`config.mk`:
```
export PLATFORM = sky130hd
export DESIGN_NAME = ball_tx_packer_flat
export DESIGN_NICKNAME = d
export VERILOG_FILES = /design/src/rtl/ball_tx_packer_if.sv /design/src/rtl/ball_tx_packer.sv /design/src/flat_wrapper.sv
export SDC_FILE = /design/constraint.sdc
export NUM_CORES = 1
export LEC_CHECK = 0
export ABC_CLOCK_PERIOD_IN_PS = 3210
export CORE_MARGIN = 1
export CORE_UTILIZATION = 55
export CTS_CLUSTER_DIAMETER = 100
export CTS_CLUSTER_SIZE = 16
export DETAILED_ROUTE_END_ITERATION = 12
export GPL_ROUTABILITY_DRIVEN = 0
export PLACE_DENSITY_LB_ADDON = 0.3
export RECOVER_POWER = 25
export SYNTH_ARGS = -nofsm -noshare
export SYNTH_HDL_FRONTEND = slang
export SYNTH_SLANG_ARGS = --single-unit
```
`constraint.sdc`:
```
create_clock -name clk_25MHZ -period 3.21 [get_ports clk_25MHZ]
set_clock_uncertainty 0.2 [all_clocks]
set_input_delay 0.4815 -clock clk_25MHZ [delete_from_list [all_inputs] [get_ports clk_25MHZ]]
set_output_delay 0.4815 -clock clk_25MHZ [all_outputs]
set_load 0.01 [all_outputs]
```
`src/rtl/ball_tx_packer_if.sv`:
```
// ball_tx_packer_if: byte-stream handshake carrying packed ball packets to the I2C transmit path
interface ball_tx_packer_if;
  logic [7:0] tx_byte;
  logic       tx_valid;
  logic       tx_ready;
  logic       tx_last;
  modport master (output tx_byte, tx_valid, tx_last, input tx_ready);
  modport slave (input tx_byte, tx_valid, tx_last, output tx_ready);
endinterface

```
`src/rtl/ball_tx_packer.sv`:
```
// ball_tx_packer: snapshots ball state on a trigger edge and streams a 9-byte checksummed packet
module ball_tx_packer #(
  parameter logic [7:0] HEADER      = 8'hA5,
  parameter int         GAP_CYC     = 64,
  parameter int         TIMEOUT_CYC = 25000
) (
  input  logic             clk_25MHZ,
  input  logic             reset,
  input  logic             ball_send_trigger,
  input  logic [9:0]       ball_y_out,
  input  logic [7:0]       ball_vy,
  input  logic [1:0]       gravity_counter,
  input  logic [7:0]       ball_speed_reg0,
  input  logic [7:0]       ball_speed_reg1,
  input  logic [3:0]       ball_speed_reg2,
  ball_tx_packer_if.master tx,
  output logic             busy,
  output logic             abort_pulse,
  output logic [7:0]       drop_count
);
  localparam int GW = $clog2(GAP_CYC + 1);
  localparam int WW = $clog2(TIMEOUT_CYC + 1);
  typedef enum logic [1:0] {IDLE, SEND, GAP} state_t;
  state_t          state;
  logic            trig_prev, armed, trig_evt, xfer;
  logic [9:0]      y_q;
  logic [7:0]      vy_q, s0_q, s1_q, csum;
  logic [1:0]      g_q;
  logic [3:0]      s2_q, idx, nidx;
  logic [GW-1:0]   gap_cnt;
  logic [WW-1:0]   wait_cnt;
  logic [7:0]      pb [9];
  // armed stays low after reset until the trigger is seen low, so a held trigger cannot fire
  assign trig_evt = ball_send_trigger & ~trig_prev & armed;
  assign xfer     = tx.tx_valid & tx.tx_ready;
  assign busy     = state != IDLE;
  assign nidx     = idx + 4'd1;
  assign csum     = HEADER ^ y_q[7:0] ^ {6'b0, y_q[9:8]} ^ vy_q ^ {6'b0, g_q} ^ s0_q ^ s1_q ^ {4'b0, s2_q};
  always_comb begin
    pb[0] = HEADER;
    pb[1] = y_q[7:0];
    pb[2] = {6'b0, y_q[9:8]};
    pb[3] = vy_q;
    pb[4] = {6'b0, g_q};
    pb[5] = s0_q;
    pb[6] = s1_q;
    pb[7] = {4'b0, s2_q};
    pb[8] = csum;
  end
  always_ff @(posedge clk_25MHZ or posedge reset) begin
    if (reset) begin
      state       <= IDLE;
      trig_prev   <= 1'b0;
      armed       <= 1'b0;
      y_q         <= '0;
      vy_q        <= '0;
      g_q         <= '0;
      s0_q        <= '0;
      s1_q        <= '0;
      s2_q        <= '0;
      idx         <= '0;
      gap_cnt     <= '0;
      wait_cnt    <= '0;
      tx.tx_byte  <= 8'h00;
      tx.tx_valid <= 1'b0;
      tx.tx_last  <= 1'b0;
      abort_pulse <= 1'b0;
      drop_count  <= 8'h00;
    end else begin
      trig_prev   <= ball_send_trigger;
      armed       <= armed | ~ball_send_trigger;
      abort_pulse <= 1'b0;
      if (trig_evt && state != IDLE && drop_count != 8'hFF) drop_count <= drop_count + 8'd1;
      case (state)
        IDLE: if (trig_evt) begin
          y_q         <= ball_y_out;
          vy_q        <= ball_vy;
          g_q         <= gravity_counter;
          s0_q        <= ball_speed_reg0;
          s1_q        <= ball_speed_reg1;
          s2_q        <= ball_speed_reg2;
          idx         <= '0;
          wait_cnt    <= '0;
          tx.tx_byte  <= HEADER;
          tx.tx_valid <= 1'b1;
          tx.tx_last  <= 1'b0;
          state       <= SEND;
        end
        SEND: if (xfer) begin
          wait_cnt <= '0;
          if (idx == 4'd8) begin
            idx         <= '0;
            tx.tx_byte  <= 8'h00;
            tx.tx_valid <= 1'b0;
            tx.tx_last  <= 1'b0;
            gap_cnt     <= GW'(GAP_CYC);
            state       <= GAP;
          end else begin
            idx        <= nidx;
            tx.tx_byte <= pb[nidx];
            tx.tx_last <= idx == 4'd7;
          end
        end else if (wait_cnt == WW'(TIMEOUT_CYC - 1)) begin
          abort_pulse <= 1'b1;
          idx         <= '0;
          wait_cnt    <= '0;
          tx.tx_byte  <= 8'h00;
          tx.tx_valid <= 1'b0;
          tx.tx_last  <= 1'b0;
          gap_cnt     <= GW'(GAP_CYC);
          state       <= GAP;
        end else begin
          wait_cnt <= wait_cnt + 1'b1;
        end
        GAP: begin
          gap_cnt <= gap_cnt - 1'b1;
          if (gap_cnt == GW'(1)) state <= IDLE;
        end
        default: state <= IDLE;
      endcase
    end
  end
endmodule

```
`src/flat_wrapper.sv`:
```
// flat-port wrapper written by rule: the top's interface ports become plain ports
module ball_tx_packer_flat 
#(
  parameter logic [7:0] HEADER      = 8'hA5,
  parameter int         GAP_CYC     = 64,
  parameter int         TIMEOUT_CYC = 25000
)
  (clk_25MHZ, reset, ball_send_trigger, ball_y_out, ball_vy, gravity_counter, ball_speed_reg0, ball_speed_reg1, ball_speed_reg2, busy, abort_pulse, drop_count, tx_tx_byte, tx_tx_valid, tx_tx_last, tx_tx_ready);
  ball_tx_packer_if tx_i ();
  input  logic clk_25MHZ;
  input  logic reset;
  input  logic ball_send_trigger;
  input  logic [9:0] ball_y_out;
  input  logic [7:0] ball_vy;
  input  logic [1:0] gravity_counter;
  input  logic [7:0] ball_speed_reg0;
  input  logic [7:0] ball_speed_reg1;
  input  logic [3:0] ball_speed_reg2;
  output logic busy;
  output logic abort_pulse;
  output logic [7:0] drop_count;
  output wire logic [$bits(tx_i.tx_byte)-1:0] tx_tx_byte;
  output wire logic [$bits(tx_i.tx_valid)-1:0] tx_tx_valid;
  output wire logic [$bits(tx_i.tx_last)-1:0] tx_tx_last;
  input wire logic [$bits(tx_i.tx_ready)-1:0] tx_tx_ready;
  assign tx_tx_byte = tx_i.tx_byte;
  assign tx_tx_valid = tx_i.tx_valid;
  assign tx_tx_last = tx_i.tx_last;
  assign tx_i.tx_ready = tx_tx_ready;
  ball_tx_packer #(.HEADER(HEADER), .GAP_CYC(GAP_CYC), .TIMEOUT_CYC(TIMEOUT_CYC)) u_core (.clk_25MHZ(clk_25MHZ), .reset(reset), .ball_send_trigger(ball_send_trigger), .ball_y_out(ball_y_out), .ball_vy(ball_vy), .gravity_counter(gravity_counter), .ball_speed_reg0(ball_speed_reg0), .ball_speed_reg1(ball_speed_reg1), .ball_speed_reg2(ball_speed_reg2), .tx(tx_i), .busy(busy), .abort_pulse(abort_pulse), .drop_count(drop_count));
endmodule
```
==> flow_metrics.py, run 1 <==
metrics = {
    "critical_path": {
        "critical_path.max_stage_delay_ns": 0.94,
        "critPathBufInv": 3,
        "criticalPathCategory": "in -> async",
        "path_depth": 3,
        "worstPathArrival_ns": 2.77,
        "crit_family": "buffers and inverters",
        "crit_path_end_kind": "asynchronous set/reset pin",
        "crit_slowest_cell": "clkinvlp_2",
        "reg2regPathDepth": 6,
        "rrSetupSlack_ns": 0.69,
        "crit_chain": "dlygate4sd3_1, clkinvlp_2, clkbuf_2",
        "crit_path_max_fanout": 37,
        "r2r-start": "u_core.wait_cnt[0]$_DFFE_PP0P_",
        "crit_start": "reset",
        "reg2reg_to": "u_core.gap_cnt[4]$_DFFE_PP0P_",
        "startpoint_type": "input pin",
        "worstPathRequired_ns": 3.41,
        "cp-endpoint": "u_core.idx[2]$_DFFE_PP0P_",
    },
    "clocking": {
        "cts_root_buffer": "clkbuf_8",
        "h-tree-depth": 3,
        "cts.path.max_buffers": 2,
        "cts_resized": 0,
        "cts_tree": "done",
        "clkSinkCount": 89,
        "cts_hold_buf": 0,
        "cts.clk_slew.worst_paths_ns": 0.09,
        "post_cts_buffers": 0,
        "clk_latency_ns": 0.35,
        "cts_inserted_buffers": 9,
    },
    "yosys": {
        "ys_ff_latch": 89,
        "synth_edf_count": 0,
        "syn-num-nets": 572,
        "avgSynthCellArea_sq_um": 9.20,
        "synth-seq-area-share_pct": 46.6,
        "synthesis.area_sq_mm": 0.00478,
        "synth_cells": 519,
        "synth-async-reset-ratio_pct": 100,
        "yosys_warnings": 0,
        "synth_cell_types": 61,
        "synthFlopType": "dfrtp_1",
    },
    "finish": {
        "drive_above_1_share_pct": 7.19,
        "instances_no_fill": 689,
        "regArea_sq_mm": 0.00223,
        "multi_input_area_sq_mm": 0.00240,
        "syn2layout_area_growth_pct": 19.4,
        "final_common_cell": "nand2_1",
        "final_cell_mix": "nand2_1, dfrtp_1, clkdlybuf4s50_1",
        "diodes": 0,
        "fill_cells": 635,
        "num-nets-final": 632,
    },
    "sta": {
        "timing.fmax_ghz": 0.389,
        "drv_slew": 38,
        "tightest_slew_ns": 1.62,
        "rsz0062_at_grt": "no",
        "period_needed_ns": 2.57,
        "layout_setup_ws_ns": 0.641,
        "setup-tns-final_ns": 0,
        "finalSetupViolCount": 0,
        "maxSlewHeadroom_pct": -8.27,
        "hold_viol_final": 0,
        "period_share_pct": 80.0,
        "fin_hold_ws_ns": 0.286,
    },
    "drt": {
        "drc": 0,
        "dr_total_vias": 3881,
        "detail-route-antenna-nets": 0,
        "drtIter0Drc": 217,
        "routed_wl_mm": 10.4,
        "routedWlPerCell_microns": 15.1,
        "viasPerCell": 5.63,
        "first_pass_iters": 4,
    },
    "global_route": {
        "antenna_found_initial": 0,
        "grt_max_degree": 41,
        "grt_pass1_vias": 3779,
        "gr-total-overflow": 0,
        "grt_pass1_wl_mm": 17.9,
        "track_usage_pct": 25.7,
    },
    "outcome": {
        "violations": "max-capacitance violations, max-slew violations",
        "run_status": "finished with violations",
    },
    "min_path": {
        "hold_class": "reg -> reg",
    },
    "pwr": {
        "p_leak_nw": 2.54,
        "power.total_w": 0.00489,
        "p_per_area_mw_per_mm2": 857,
        "ir_worst_vdd_mv": 0.446,
    },
    "floorplanning": {
        "fp.dieArea_sq_mm": 0.00906,
        "die_h_microns": 95.2,
        "num_rows": 33,
        "start_util_pct": 57.6,
        "design.core.area_sq_mm": 0.00830,
        "dieWidth_microns": 95.2,
        "io-pin-count": 64,
    },
    "placement": {
        "post-dp-hpwl_mm": 7.58,
        "io_buffers": 63,
        "dp_slack_ns": 0.568,
        "place_inst": 673,
    },
    "run": {
        "maxCapViolCount": 1,
    },
}
-- Yosys cell counts (3+ instances only) --
master | count | area, sq um
nand2_1 | 148 | 556
dfrtp_1 | 89 | 2230
o21ai_0 | 28 | 140
xnor2_1 | 27 | 236
nor2_1 | 26 | 97.6
xor2_1 | 18 | 158
nand3_1 | 17 | 85.1
clkbuf_1 | 16 | 60.1
inv_1 | 14 | 52.6
nor3_1 | 13 | 65.1
a21oi_1 | 10 | 50.1
ha_1 | 9 | 113
a31oi_1 | 6 | 37.5
mux2i_1 | 6 | 60.1
nand2b_1 | 6 | 37.5
nand4_1 | 5 | 31.3
a221oi_1 | 4 | 35.0
nor2b_1 | 4 | 25.0
or3_1 | 4 | 25.0
a211oi_1 | 3 | 22.5
and2_1 | 3 | 18.8
mux2_2 | 3 | 33.8
nand3b_1 | 3 | 22.5
o211ai_1 | 3 | 22.5
o22ai_1 | 3 | 18.8
o2bb2ai_1 | 3 | 26.3
xnor3_1 | 3 | 67.6
-- power by group --
part           total (W)  switching [W]  internal [W]
registers        0.00188       0.000386       0.00149
logic            0.00221        0.00112       0.00110
clock network   0.000794       0.000394      0.000400
-- layout make-up --
type / instances / share of cell area (%)
tap: 105 / 2.30
clock inverter: 5 / 0.943
inverter: 14 / 0.943
multi-input combinational: 394 / 42.0
timing repair buffer: 71 / 12.1
sequential: 89 / 39.1
clock buffer: 11 / 2.65
-- registers in the layout, summed over array words and instances, names as in the netlist, 2 cells and up --
signal and flops:
u_core.wait_cnt 15, u_core.y_q 10, u_core.drop_count 8, u_core.s0_q 8, u_core.s1_q 8, u_core.tx.tx_byte 8, u_core.vy_q 8, u_core.gap_cnt 7
u_core.idx 4, u_core.s2_q 4, u_core.g_q 2, u_core.state 2
-- tightest hold or removal path: stages, from the launching register on --
cell and delay [ns]:
dfrtp_1 0.35, nand2_1 0.05, o21ai_0 0.06
-- worst min-delay path by stage --
stage,from,endpoint,slack [ns],cells after the start
after global routing,u_core.gap_cnt[5]$_DFFE_PP0P_,u_core.gap_cnt[5]$_DFFE_PP0P_,0.32,1
after floorplan,u_core.gap_cnt[5]$_DFFE_PP0P_,u_core.gap_cnt[5]$_DFFE_PP0P_,0.26,1
final,u_core.tx.tx_byte[6]$_DFFE_PP0P_,u_core.tx.tx_byte[6]$_DFFE_PP0P_,0.29,2
after CTS,u_core.tx.tx_byte[6]$_DFFE_PP0P_,u_core.tx.tx_byte[6]$_DFFE_PP0P_,0.29,2
after global placement,u_core.tx.tx_byte[6]$_DFFE_PP0P_,u_core.tx.tx_byte[6]$_DFFE_PP0P_,0.27,2
after detailed placement,u_core.tx.tx_byte[6]$_DFFE_PP0P_,u_core.tx.tx_byte[6]$_DFFE_PP0P_,0.27,2
-- through the flow --
stage | cell area, sq um | util [%]
after floorplan | 4780 | -
after global placement | 5510 | 66.4
after detailed placement | 5510 | 66.4
after CTS | 5720 | 68.9
after global routing | 5700 | 68.7
final | 5700 | 68.7
-- logic make-up (layout without fill, tap and decap cells) --
kind of cell	Yosys count	in the layout	share of synthesized area, %
compound gates	79	79	11.3
xor+xnor	48	48	9.66
fa+ha+maj	9	9	2.36
buf+inv	36	101	3.20
flops	89	89	46.6
mux	11	11	2.91
simple gates	247	247	24.0
-- layer usage --
| metal | wire length (microns) | share of wire [%] | GRT usage [%] | vias up |
|---|---|---|---|---|
| li1 | - | - | - | 1895 |
| met1 | 4580 | 44 | 33.6 | 1871 |
| met2 | 5120 | 49 | 41.7 | 95 |
| met3 | 448 | 4.3 | 4.78 | 20 |
| met4 | 287 | 2.8 | 11.5 | 0 |
| met5 | 0 | 0 | 0 | - |
No activity file was read; power rests on OpenSTA's default activity.
==> run 2, diff against run 1 <==
--- a/config.mk
+++ b/config.mk
@@ -5,7 +5,7 @@
 export SDC_FILE = /design/constraint.sdc
 export NUM_CORES = 1
 export LEC_CHECK = 0
-export ABC_CLOCK_PERIOD_IN_PS = 3210
+export ABC_CLOCK_PERIOD_IN_PS = 2460
 export CORE_MARGIN = 1
 export CORE_UTILIZATION = 55
 export CTS_CLUSTER_DIAMETER = 100
==> constraint.sdc (replaced) <==
create_clock -name clk_25MHZ -period 2.46 [get_ports clk_25MHZ]
set_clock_uncertainty 0.2 [all_clocks]
set_input_delay 0.369 -clock clk_25MHZ [delete_from_list [all_inputs] [get_ports clk_25MHZ]]
set_output_delay 0.369 -clock clk_25MHZ [all_outputs]
set_load 0.01 [all_outputs]
==> run 2 against run 1 <==
The flow now finishes without violations. Sequential share of layout area down 1.2 points. Design area up 3.1%. Critical path depth rose by 3. Sequential power grew 31%. Global-route usage fell by 0.25 points. Non-clock buffer count is 17 higher. First-iteration DRC count fell by 26%. Cell count increased by 2.5%. Die area did not move. Worst setup slack got worse by 0.61 ns. Sequential cell count is the same. Clock power is 37% higher. Critical endpoint is now u_core.state[1]$_DFFE_PP0P_.
==> flow_metrics.py, run 2 (synthesis results as in run 1) <==
metrics = {
    "outcome": {
        "run_status": "completed",
    },
    "placement": {
        "placed_area_sq_mm": 0.00565,
        "dp_slack_ns": -0.00653,
        "post-dp-hpwl_mm": 7.79,
        "io_buffers": 63,
    },
    "floorplanning": {
        "dieWidth_microns": 95.2,
        "design.core.area_sq_mm": 0.00830,
        "fp.dieArea_sq_mm": 0.00906,
        "num_rows": 33,
        "die_h_microns": 95.2,
        "start_util_pct": 57.6,
        "io-pin-count": 64,
    },
    "clocking": {
        "cts.clk_slew.worst_paths_ns": 0.09,
        "cts_hold_buf": 0,
        "cts_tree": "done",
        "cts_root_buffer": "clkbuf_8",
        "clk_latency_ns": 0.35,
        "clkSinkCount": 89,
        "h-tree-depth": 3,
        "cts_inserted_buffers": 9,
        "cts.path.max_buffers": 2,
    },
    "critical_path": {
        "r2r-start": "u_core.wait_cnt[1]$_DFFE_PP0P_",
        "criticalPathCategory": "reg -> reg",
        "crit_path_end_kind": "register",
        "crit_chain": "ha_4, or4bb_4, nor4_4, o211ai_1, a21oi_1, mux2_2",
        "worstPathRequired_ns": 2.50,
        "crit_path_max_fanout": 3,
        "crit_slowest_cell": "or4bb_4",
        "worstPathArrival_ns": 2.47,
        "critical_path.max_stage_delay_ns": 0.46,
        "crit_start": "u_core.wait_cnt[1]$_DFFE_PP0P_",
        "startpoint_type": "register",
    },
    "finish": {
        "multi_input_area_sq_mm": 0.00242,
        "largest_reg_flops": 15,
        "largest_register": "u_core.wait_cnt",
        "drive_above_1_share_pct": 9.98,
        "largest_registers": "u_core.wait_cnt (15), u_core.y_q (10)",
        "syn2layout_area_growth_pct": 23.1,
        "final_cell_mix": "nand2_1, dfrtp_1, clkdlybuf4s50_1",
        "fill_cells": 661,
        "final_common_cell": "nand2_1",
        "post-route-util_pct": 70.9,
        "fin_area_sq_mm": 0.00588,
        "num-nets-final": 649,
        "diodes": 0,
        "regArea_sq_mm": 0.00223,
    },
    "sta": {
        "layout_setup_ws_ns": 0.0294,
        "timing.fmax_ghz": 0.411,
        "period_share_pct": 98.8,
        "setup-tns-final_ns": 0,
        "fin_hold_ws_ns": 0.292,
        "tightest_slew_ns": 0.991,
        "period_needed_ns": 2.43,
        "finalSetupViolCount": 0,
        "rsz0062_at_grt": "yes",
        "drv_slew": 0,
        "maxSlewHeadroom_pct": 33.6,
        "hold_viol_final": 0,
    },
    "drt": {
        "drc": 0,
        "routed_wl_mm": 10.8,
        "dr_total_vias": 4001,
        "routedWlPerCell_microns": 15.3,
        "viasPerCell": 5.67,
        "first_pass_iters": 4,
        "drtIter0Drc": 161,
        "detail-route-antenna-nets": 0,
    },
    "min_path": {
        "min-delay-start": "u_core.drop_count[5]$_DFFE_PP0P_",
        "hold_class": "reg -> reg",
    },
    "run": {
        "maxCapViolCount": 0,
    },
    "global_route": {
        "grt_pass1_wl_mm": 17.7,
        "grtUsageMet3_pct": 4.78,
        "track_usage_pct": 25.5,
        "antenna_found_initial": 0,
        "gr-total-overflow": 0,
        "grt.met1_usage_pct": 32.5,
        "busiest_layer": "met2",
        "grt_max_degree": 41,
        "grt_pass1_vias": 3853,
        "use_met2_pct": 43.2,
    },
    "pwr": {
        "p_leak_nw": 2.61,
        "p_per_area_mw_per_mm2": 1140,
        "ir_worst_vdd_mv": 0.583,
    },
}
==> run 2: cell types whose count changed in the layout (fill, tap and decap cells not counted), moves of 2 or more <==
cell,delta
ha_1,-2
buf_4,+13
clkinv_2,-2
clkinvlp_4,+2
clkbuf_8,-2
buf_12,+2
clkbuf_1,+3
==> run 2: critical path, delay by kind of cell, from the launching register on <==
| family | cells | cell delay, ns |
|---|---|---|
| mux | 1 | 0.35 |
| simple gates | 2 | 0.82 |
| compound gates | 2 | 0.36 |
| fa+ha+maj | 1 | 0.16 |
| flops | 1 | 0.43 |
==> run 2: layout make-up <==
type                    instances  area share, %
repair buffers                 88           14.2
inverters                      14          0.915
clock inverters                 5           1.36
well taps                     105           2.23
clock buffers                  11           2.23
multi-input cells             394           41.2
flip-flops and latches         89           37.9
==> run 2: path summary, 6_finish.rpt <==
kind | endpoint | slack (ns) | cells past startpoint
min reg2reg | u_core.drop_count[5]$_DFFE_PP0P_ | 0.29 | 1
max | u_core.state[1]$_DFFE_PP0P_ | 0.03 | 6
min in group asynchronous | u_core.s1_q[4]$_DFFE_PP0P_ | 0.43 | 2
min | u_core.drop_count[5]$_DFFE_PP0P_ | 0.29 | 1
max reg2reg | u_core.state[1]$_DFFE_PP0P_ | 0.03 | 6
max in group asynchronous | u_core.idx[1]$_DFFE_PP0P_ | 0.33 | 3
==> run 2: power breakdown <==
group / leakage, nW / internal, W / switching [W] / total [W]
combinational: 1.38 / 0.00160 / 0.00155 / 0.00314
sequential: 1.13 / 0.00195 / 0.000507 / 0.00246
clock: 0.0995 / 0.000572 / 0.000517 / 0.00109
total: 2.61 / 0.00412 / 0.00257 / 0.00669
==> run 2: layer usage <==
layer	vias to the layer above	routed length (microns)
li1	1922	-
met1	1919	4590
met2	138	5410
met3	22	561
met4	0	214
met5	-	0
==> run 2: through the flow <==
step | power (W) | cells
floorplan | 0.00454 | 519
global placement | 0.00536 | 686
detailed placement | 0.00549 | 686
CTS | 0.00660 | 702
global route | 0.00712 | 706
finish | 0.00669 | 706
==> run 2: what timing repair did <==
| action | 4_1_cts | 5_1_grt |
|---|---|---|
| endpoints found under the setup margin | 1 | 4 |
| pin swaps | 0 | 5 |
| gates resized for setup | 1 | 5 |
| hold endpoints to repair | 0 | 0 |
| buffers inserted | 0 | 4 |
